**config.mk**
```make
export PLATFORM = sky130hd
export DESIGN_NAME = divider_core_seq
export DESIGN_NICKNAME = d
export VERILOG_FILES = /design/src/rtl/divider_core_seq_pkg.sv /design/src/rtl/divider_step.sv /design/src/rtl/divider_core_seq.sv
export SDC_FILE = /design/constraint.sdc
export NUM_CORES = 1
export LEC_CHECK = 0
export ABC_AREA = 1
export BUFFER_PORTS_ARGS = -buffer_cell sky130_fd_sc_hd__buf_2
export CAP_MARGIN = 10
export CELL_PAD_IN_SITES_DETAIL_PLACEMENT = 1
export CELL_PAD_IN_SITES_GLOBAL_PLACEMENT = 1
export CORE_MARGIN = 4
export CORE_UTILIZATION = 44
export DETAILED_ROUTE_END_ITERATION = 10
export PLACE_DENSITY_LB_ADDON = 0.1
export RECOVER_POWER = 100
export SYNTH_ARGS = -nofsm -noshare
export SYNTH_HDL_FRONTEND = slang
export SYNTH_SLANG_ARGS = --single-unit
```
**constraint.sdc**
```tcl
create_clock -name clk -period 4.65 [get_ports clk]
set_clock_uncertainty 0.15 [all_clocks]
set_input_delay 0.2325 -clock clk [delete_from_list [all_inputs] [get_ports clk]]
set_output_delay 0.2325 -clock clk [all_outputs]
set_load 0.05 [all_outputs]
```
**src/rtl/divider_core_seq_pkg.sv**
```systemverilog
// rtl/divider_core_seq_pkg.sv - shared types for the sequential restoring divider
package divider_core_seq_pkg;

   localparam int DIV_WIDTH = 32;
   localparam int DIV_CNT_W = $clog2(DIV_WIDTH);

   typedef logic [DIV_WIDTH-1:0]   word_t;
   typedef logic [2*DIV_WIDTH-1:0] dword_t;

   typedef enum logic [1:0] {
      DIV_IDLE,
      DIV_BUSY,
      DIV_DONE
   } div_state_t;

endpackage

```
**src/rtl/divider_step.sv**
```systemverilog
// rtl/divider_step.sv - one unsigned restoring-division iteration
module divider_step #(
   parameter int WIDTH = 32
) (
   input  logic [WIDTH:0]   rem,
   input  logic [WIDTH-1:0] q,
   input  logic [WIDTH-1:0] divisor,
   output logic [WIDTH:0]   rem_next,
   output logic [WIDTH-1:0] q_next
);

   logic [WIDTH:0] shifted;
   logic [WIDTH:0] trial;

   // rem never reaches 2*divisor, so dropping its msb on the shift loses nothing
   always_comb begin
      shifted = (rem << 1) | {{WIDTH{1'b0}}, q[WIDTH-1]};
      trial   = shifted - {1'b0, divisor};
      if (!trial[WIDTH]) begin
         rem_next = trial;
         q_next   = {q[WIDTH-2:0], 1'b1};
      end else begin
         rem_next = shifted;
         q_next   = {q[WIDTH-2:0], 1'b0};
      end
   end

endmodule

```
**src/rtl/divider_core_seq.sv**
```systemverilog
// rtl/divider_core_seq.sv - multi-cycle unsigned radix-2 divider, {remainder, quotient} out
module divider_core_seq
   import divider_core_seq_pkg::*;
#(
   parameter int WIDTH = DIV_WIDTH
) (
   input  logic               clk,
   input  logic               reset,
   input  logic               valid,
   input  logic               flush,
   input  logic [WIDTH-1:0]   a_in,
   input  logic [WIDTH-1:0]   b_in,
   output logic               ready,
   output logic               done,
   output logic [2*WIDTH-1:0] out
);

   localparam int CNT_W = $clog2(WIDTH);
   localparam logic [CNT_W-1:0] LAST_STEP = CNT_W'(WIDTH - 1);

   div_state_t         state_q, state_d;
   logic [CNT_W-1:0]   cnt_q, cnt_d;
   logic [WIDTH:0]     rem_q, rem_d;
   logic [WIDTH-1:0]   quo_q, quo_d;
   logic [WIDTH-1:0]   div_q, div_d;
   logic [2*WIDTH-1:0] out_q, out_d;
   logic               done_q, done_d;
   logic               ready_q, ready_d;

   logic [WIDTH:0]     step_rem;
   logic [WIDTH-1:0]   step_quo;

   divider_step #(.WIDTH(WIDTH)) u_step (
      .rem      (rem_q),
      .q        (quo_q),
      .divisor  (div_q),
      .rem_next (step_rem),
      .q_next   (step_quo)
   );

   always_comb begin
      state_d = state_q;
      cnt_d   = cnt_q;
      rem_d   = rem_q;
      quo_d   = quo_q;
      div_d   = div_q;
      out_d   = out_q;
      done_d  = 1'b0;
      unique case (state_q)
         DIV_IDLE: begin
            if (valid) begin
               state_d = DIV_BUSY;
               div_d   = a_in;
               quo_d   = b_in;
               rem_d   = '0;
               cnt_d   = '0;
            end
         end
         DIV_BUSY: begin
            rem_d = step_rem;
            quo_d = step_quo;
            cnt_d = cnt_q + 1'b1;
            if (cnt_q == LAST_STEP) begin
               state_d = DIV_DONE;
               done_d  = 1'b1;
               out_d   = {step_rem[WIDTH-1:0], step_quo};
            end
         end
         DIV_DONE: state_d = DIV_IDLE;
         default:  state_d = DIV_IDLE;
      endcase
      // flush wins over accept and over completion; the result bus keeps its old value
      if (flush) begin
         state_d = DIV_IDLE;
         done_d  = 1'b0;
         out_d   = out_q;
      end
      ready_d = (state_d == DIV_IDLE);
   end

   always_ff @(posedge clk) begin
      if (reset) begin
         state_q <= DIV_IDLE;
         cnt_q   <= '0;
         rem_q   <= '0;
         quo_q   <= '0;
         div_q   <= '0;
         out_q   <= '0;
         done_q  <= 1'b0;
         ready_q <= 1'b1;
      end else begin
         state_q <= state_d;
         cnt_q   <= cnt_d;
         rem_q   <= rem_d;
         quo_q   <= quo_d;
         div_q   <= div_d;
         out_q   <= out_d;
         done_q  <= done_d;
         ready_q <= ready_d;
      end
   end

   assign ready = ready_q;
   assign done  = done_q;
   assign out   = out_q;

endmodule
```
# After elaboration in Yosys (flattened, before gate mapping)
# Index checks and enable logic that the tools add are counted.
[word_totals]
register_bits = 169
inputBits = 68
out_inout_bits = 66
wordCells = 36
[classes]
add_sub_neg = 2
eq_ne = 3
muxes = 13
n_bitwise = 3
reduce_logical = 7
[op_table]
columns = ["cell", "count"]
rows = [
  ["case mux 32 bit (2 select lines)", 2],
  ["2-to-1 mux 32 bit", 3],
  ["bitwise OR 33 x 1 -> 33 bit", 1],
  ["subtractor 33 x 32 -> 33 bit", 1],
  ["case mux 5 bit (2 select lines)", 1],
  ["2-to-1 mux 2 bit", 3],
  ["adder 5 x 1 -> 5 bit (second input constant)", 1],
  ["equality test 5 bit (second input constant)", 1],
  ["2-to-1 mux 5 bit", 1],
  ["logical NOT 2 bit", 2],
  ["case mux 2 bit (2 select lines)", 1],
  ["AND reduction 2 bit", 2],
  ["AND reduction 3 bit", 1],
  ["OR reduction 3 bit", 1],
  ["equality test 2 x 1 -> 1 bit (second input constant)", 1],
  ["2-to-1 mux 1 bit", 2],
  ["inequality test 2 bit (second input constant)", 1],
  ["NOT 1 bit", 2],
  ["nonzero test 2 bit", 1],
]

# Logic depth before layout (Yosys ltp)
[logic_depth]
word_depth = 5
mapped_depth = 20
mapped_depth_nobuf = 19

# Hierarchy
# From an unflattened synthesis, not the netlist that was laid out.
[unflattened]
cells_unflattened = 1510
hier_area_um2 = 9492.9
[by_module_without_submodules]
columns = ["mod", "instances", "cells_each", "area_per_inst_um2"]
rows = [
  ["divider_core_seq", 1, 866, 6354.8],
  ["divider_step", 1, 644, 3138.0],
]

# Worst setup path after synthesis
# Ideal clock, no wire load.
[synth_path]
path_kind = "reg2reg"
from = "register quo_q[31]"
to = "register out_q[34] (netlist: out[34])"
arrival_ps = 2112
t_required_ps = 4391
setup_slack_ps = 2279
stages_incl_launch_ff = 21
n_path_buf = 1
period_less_slack_ps = 2371
cell_sequence = "dfxtp_1 > inv_1 > ha_1 > fa_1 > inv_1 > nand2_1 > nand2_1 > nand3_1 > nand2_2 > nand2_1 > nand2_2 > nand2_2 > nand2_2 > nand2_2 > nand2_4 > buf_12 > nand2_2 > nand2_1 > nand2_1 > nand2_1 > inv_1"
[synth_between]
elab_chain_cells = 3
[synth_rtl]
columns = ["element", "line_no", "text"]
rows = [
  ["start, declared", "divider_core_seq.sv:24", "logic [WIDTH-1:0] quo_q, quo_d;"],
  ["start signal, assigned", "divider_core_seq.sv:95", "quo_q <= quo_d;"],
  ["bitwise OR 33 x 1 -> 33 bit", "divider_step.sv:17", "shifted = (rem << 1) | {{WIDTH{1'b0}}, q[WIDTH-1]};"],
  ["subtractor 33 x 32 -> 33 bit", "divider_step.sv:18", "trial = shifted - {1'b0, divisor};"],
  ["2-to-1 mux 32 bit", "divider_step.sv:19", "if (!trial[WIDTH]) begin"],
  ["end signal, assigned", "divider_core_seq.sv:97", "out_q <= out_d;"],
  ["end, declared", "divider_core_seq.sv:26", "logic [2*WIDTH-1:0] out_q, out_d;"],
]
# No other way between the ends.
# A chain may end at the register's enable or synchronous reset.

# Final worst setup path
[layout_path]
from = "register quo_q[31]"
to = "register out_q[32] (netlist: out[32])"
[layout_between]
elab_chain_cells = 3
[layout_rtl]
columns = ["element", "line_no"]
rows = [
  ["bitwise OR 33 x 1 -> 33 bit (*)", "divider_step.sv:17"],
  ["subtractor 33 x 32 -> 33 bit", "divider_step.sv:18"],
  ["2-to-1 mux 32 bit (*)", "divider_step.sv:19"],
]
# Mark *: on every way between the ends. The rest lies on a longest branch, timed or not.

==> metrics <==
Slew Limit Headroom=0.09047; area share of the largest cell type after synthesis=0.3506; Synth area leaders=dfxtp_1 35%, nand2_1 18%, inv_1 11%, nor2_1 5.4%, nand3_1 4.6%; Total Die Area=24370 µm²; fraction of layout cells with a size suffix above 1=0.09284; buffers added on ports=133; Synth Warn #=0; max cap viols=0; # resized after CTS=0; setup TNS=0 ns; Ports=~130; commonest non-fill, non-tap cell in the layout=nand2_1; Tot Pwr=about 3.4 mW; Layout area overhead=19.21%; largest net degree at the start of global routing=85; CTS tree=built; Critical Path Source Type=flip-flop; status=finished, final reports clean; final WL=31820 µm; Seq pwr share=0.437; Setup CP Type=reg2reg; Initial Util=0.4534; initial antenna violation count=1; Setup violations, final=0; unrepaired setup endpoints after global routing=no; routed len/inst=between 15 and 20 µm; clock sink total=around 170; multi-input logic area=between 4000 and 5000 µm²; Leak=~5.7 nW; Pint=about 2.4 mW; CTS max path bufs=2; Via density=5.070; register area=3383 µm²; commonest cells after routing, fill and taps aside=464 x nand2_1, 287 x inv_1, 169 x dfxtp_1; Avg Cell Area, Syn=approximately 6.4 µm²; vias in the first global route=10.68k; Switching Power=1.053 mW; Die Y=between 150 and 200 µm; Peak supply drop=215.2 µV; Mapped Cells=about 1.5k; Clk pin slew, worst setup/hold paths=roughly 0.080 ns; Max Fclk=roughly 0.27 GHz; Clock power frac=0.420; Routed Antenna Nets=0; combinational power share=0.143; GRT Resource Usage Total=0.2664; CP Data Required Time=approximately 4.8 ns; hold buffer count at CTS=62; ys flop type=dfxtp_1; syn_nets=roughly 1.6k; # nets final=1781; Clock Latency Late Sink=between 0.4 and 0.5 ns; CTS Buf Count=17; Crit. End Element=flip-flop; Post-CTS Repair Setup Buffers=0; worst path arrival time=roughly 3.9 ns; post-synth cell types=36; fraction of registers with async set/reset=0; Final Slew Violations=0; measured slew at the worst slew-check pin=roughly 1.4 ns; GP Congestion=around 0.95; 1st-iter DRT viols=480; Post-Layout Cell Count=between 1.5k and 2k; DP Wirelength=21470 µm; number of synthesized flops with an enable pin=0; worst-path fanout max=33; grt ovf=0; cell count after placement=between 1.5k and 2k; Rows=53; Final Critical Period=roughly 3.7 ns; Fin. Hold Viols=0; switching part of the total=0.3063; fillers=2942; Synth area leader=dfxtp_1; global-route wire length before repair=between 50000 and 60000 µm; FF+latch count, synth=approximately 170; H-tree lvl count=4; worst min path class=in2reg; Residual DRC=0; Pre-Repair DR Iteration Count=5; Core ar.=about 21000 µm²; die span in x=156.1 µm; fraction of the cycle the final worst path needs=0.8059; Mapped Area=9651 µm²; via count=around 10k; P per Cell Area=between 200 and 300 nW/µm²; register area share after synthesis=0.3506; CTS Root Cell=clkbuf_16
-- synthesized netlist by cell type (all sizes together), types with 3 or more instances --
cell type  number
xnor2          13
nand2         503
nor2          144
nand4           8
nand3b          4
a21oi          84
buf            20
nor3            5
o21ai          72
ha             34
a221oi         14
and2            3
clkbuf         38
dfxtp         169
o221ai         16
inv           291
nand3          89
-- critical path: stages (launching register included) --
cell and delay (ns):
dfxtp_1 0.32, inv_1 0.09, ha_1 0.24, fa_1 0.42, inv_1 0.12, nand2_1 0.07, nand2_1 0.06, nand3_1 0.07
nand2_2 0.11, nand2_1 0.07, nand2_2 0.08, nand2_1 0.09, nand2_2 0.09, nand2_2 0.05, nand2_1 0.98, nand2_1 0.23
nand2_1 0.19, nand2_1 0.07, nand2_1 0.09, inv_1 0.04
-- cells by family after synthesis --
| kind of cell | share of synthesized area |
|---|---|
| fa+ha+maj | 0.04616 |
| simple gates | 0.3298 |
| flops | 0.3506 |
| buf+inv | 0.1479 |
| xor+xnor | 0.01361 |
| compound gates | 0.1119 |
-- power by group through the flow --
stage / logic (mW) / registers [mW] / clock network, mW
2_1_floorplan: 0.303 / 1.53 / 0
3_3_place_gp: 0.430 / 1.53 / 0
3_5_place_dp: 0.440 / 1.54 / 0
4_1_cts: 0.486 / 1.50 / 1.47
5_1_grt: 0.547 / 1.51 / 1.54
6_report: 0.492 / 1.50 / 1.45
-- final timing paths --
| kind | cells past startpoint | slack (ns) | from | endpoint |
|---|---|---|---|---|
| worst max-delay path | 19 | 0.90 | quo_q[31] | out[32] |
| worst min-delay path | 5 | 0.004 | b_in[30] | quo_q[30] |
| worst max register to register | 19 | 0.90 | quo_q[31] | out[32] |
| worst min register to register | 2 | 0.32 | div_q[14] | div_q[14] |
-- sequential cells by signal, indices dropped and copies added, names as in the netlist --
| signal | flops |
|---|---|
| ready | 1 |
| cnt_q | 5 |
| state_q | 2 |
| done | 1 |
| quo_q | 32 |
| div_q | 32 |
| rem_q | 32 |
| out | 64 |
-- area by class of cell --
| type | count | area share |
|---|---|---|
| multi-input cells | 997 | 0.4198 |
| clock buffers | 17 | 0.03698 |
| clock inverters | 15 | 0.01512 |
| flip-flops and latches | 169 | 0.2941 |
| repair buffers | 202 | 0.1090 |
| inverters | 291 | 0.09494 |
| well taps | 275 | 0.02991 |
| diodes | 1 | 0.0002175 |
-- layer usage --
metal | GRT usage | up-vias | wire length [µm]
li1 | - | 4976 | -
met2 | 0.5026 | 163 | 16460
met3 | 0.04965 | 33 | 1238
met5 | 0 | - | 0
met4 | 0.05207 | 0 | 444
met1 | 0.3150 | 4801 | 13680
-- metrics by stage --
stage / setup WS, ns / area, µm² / hold WS [ns] / utilization
2_1_floorplan: 2.279 / 9651 / 0.1781 / -
3_3_place_gp: 1.471 / 10400 / 0.2997 / 0.4884
3_5_place_dp: 1.414 / 10400 / 0.3090 / 0.4884
4_1_cts: 1.411 / 11620 / 0.0004750 / 0.5457
5_1_grt: 0.5685 / 11500 / 0.02333 / 0.5405
6_report: 0.9024 / 11500 / 0.004290 / 0.5405
Power figures use the tool's default switching activity.
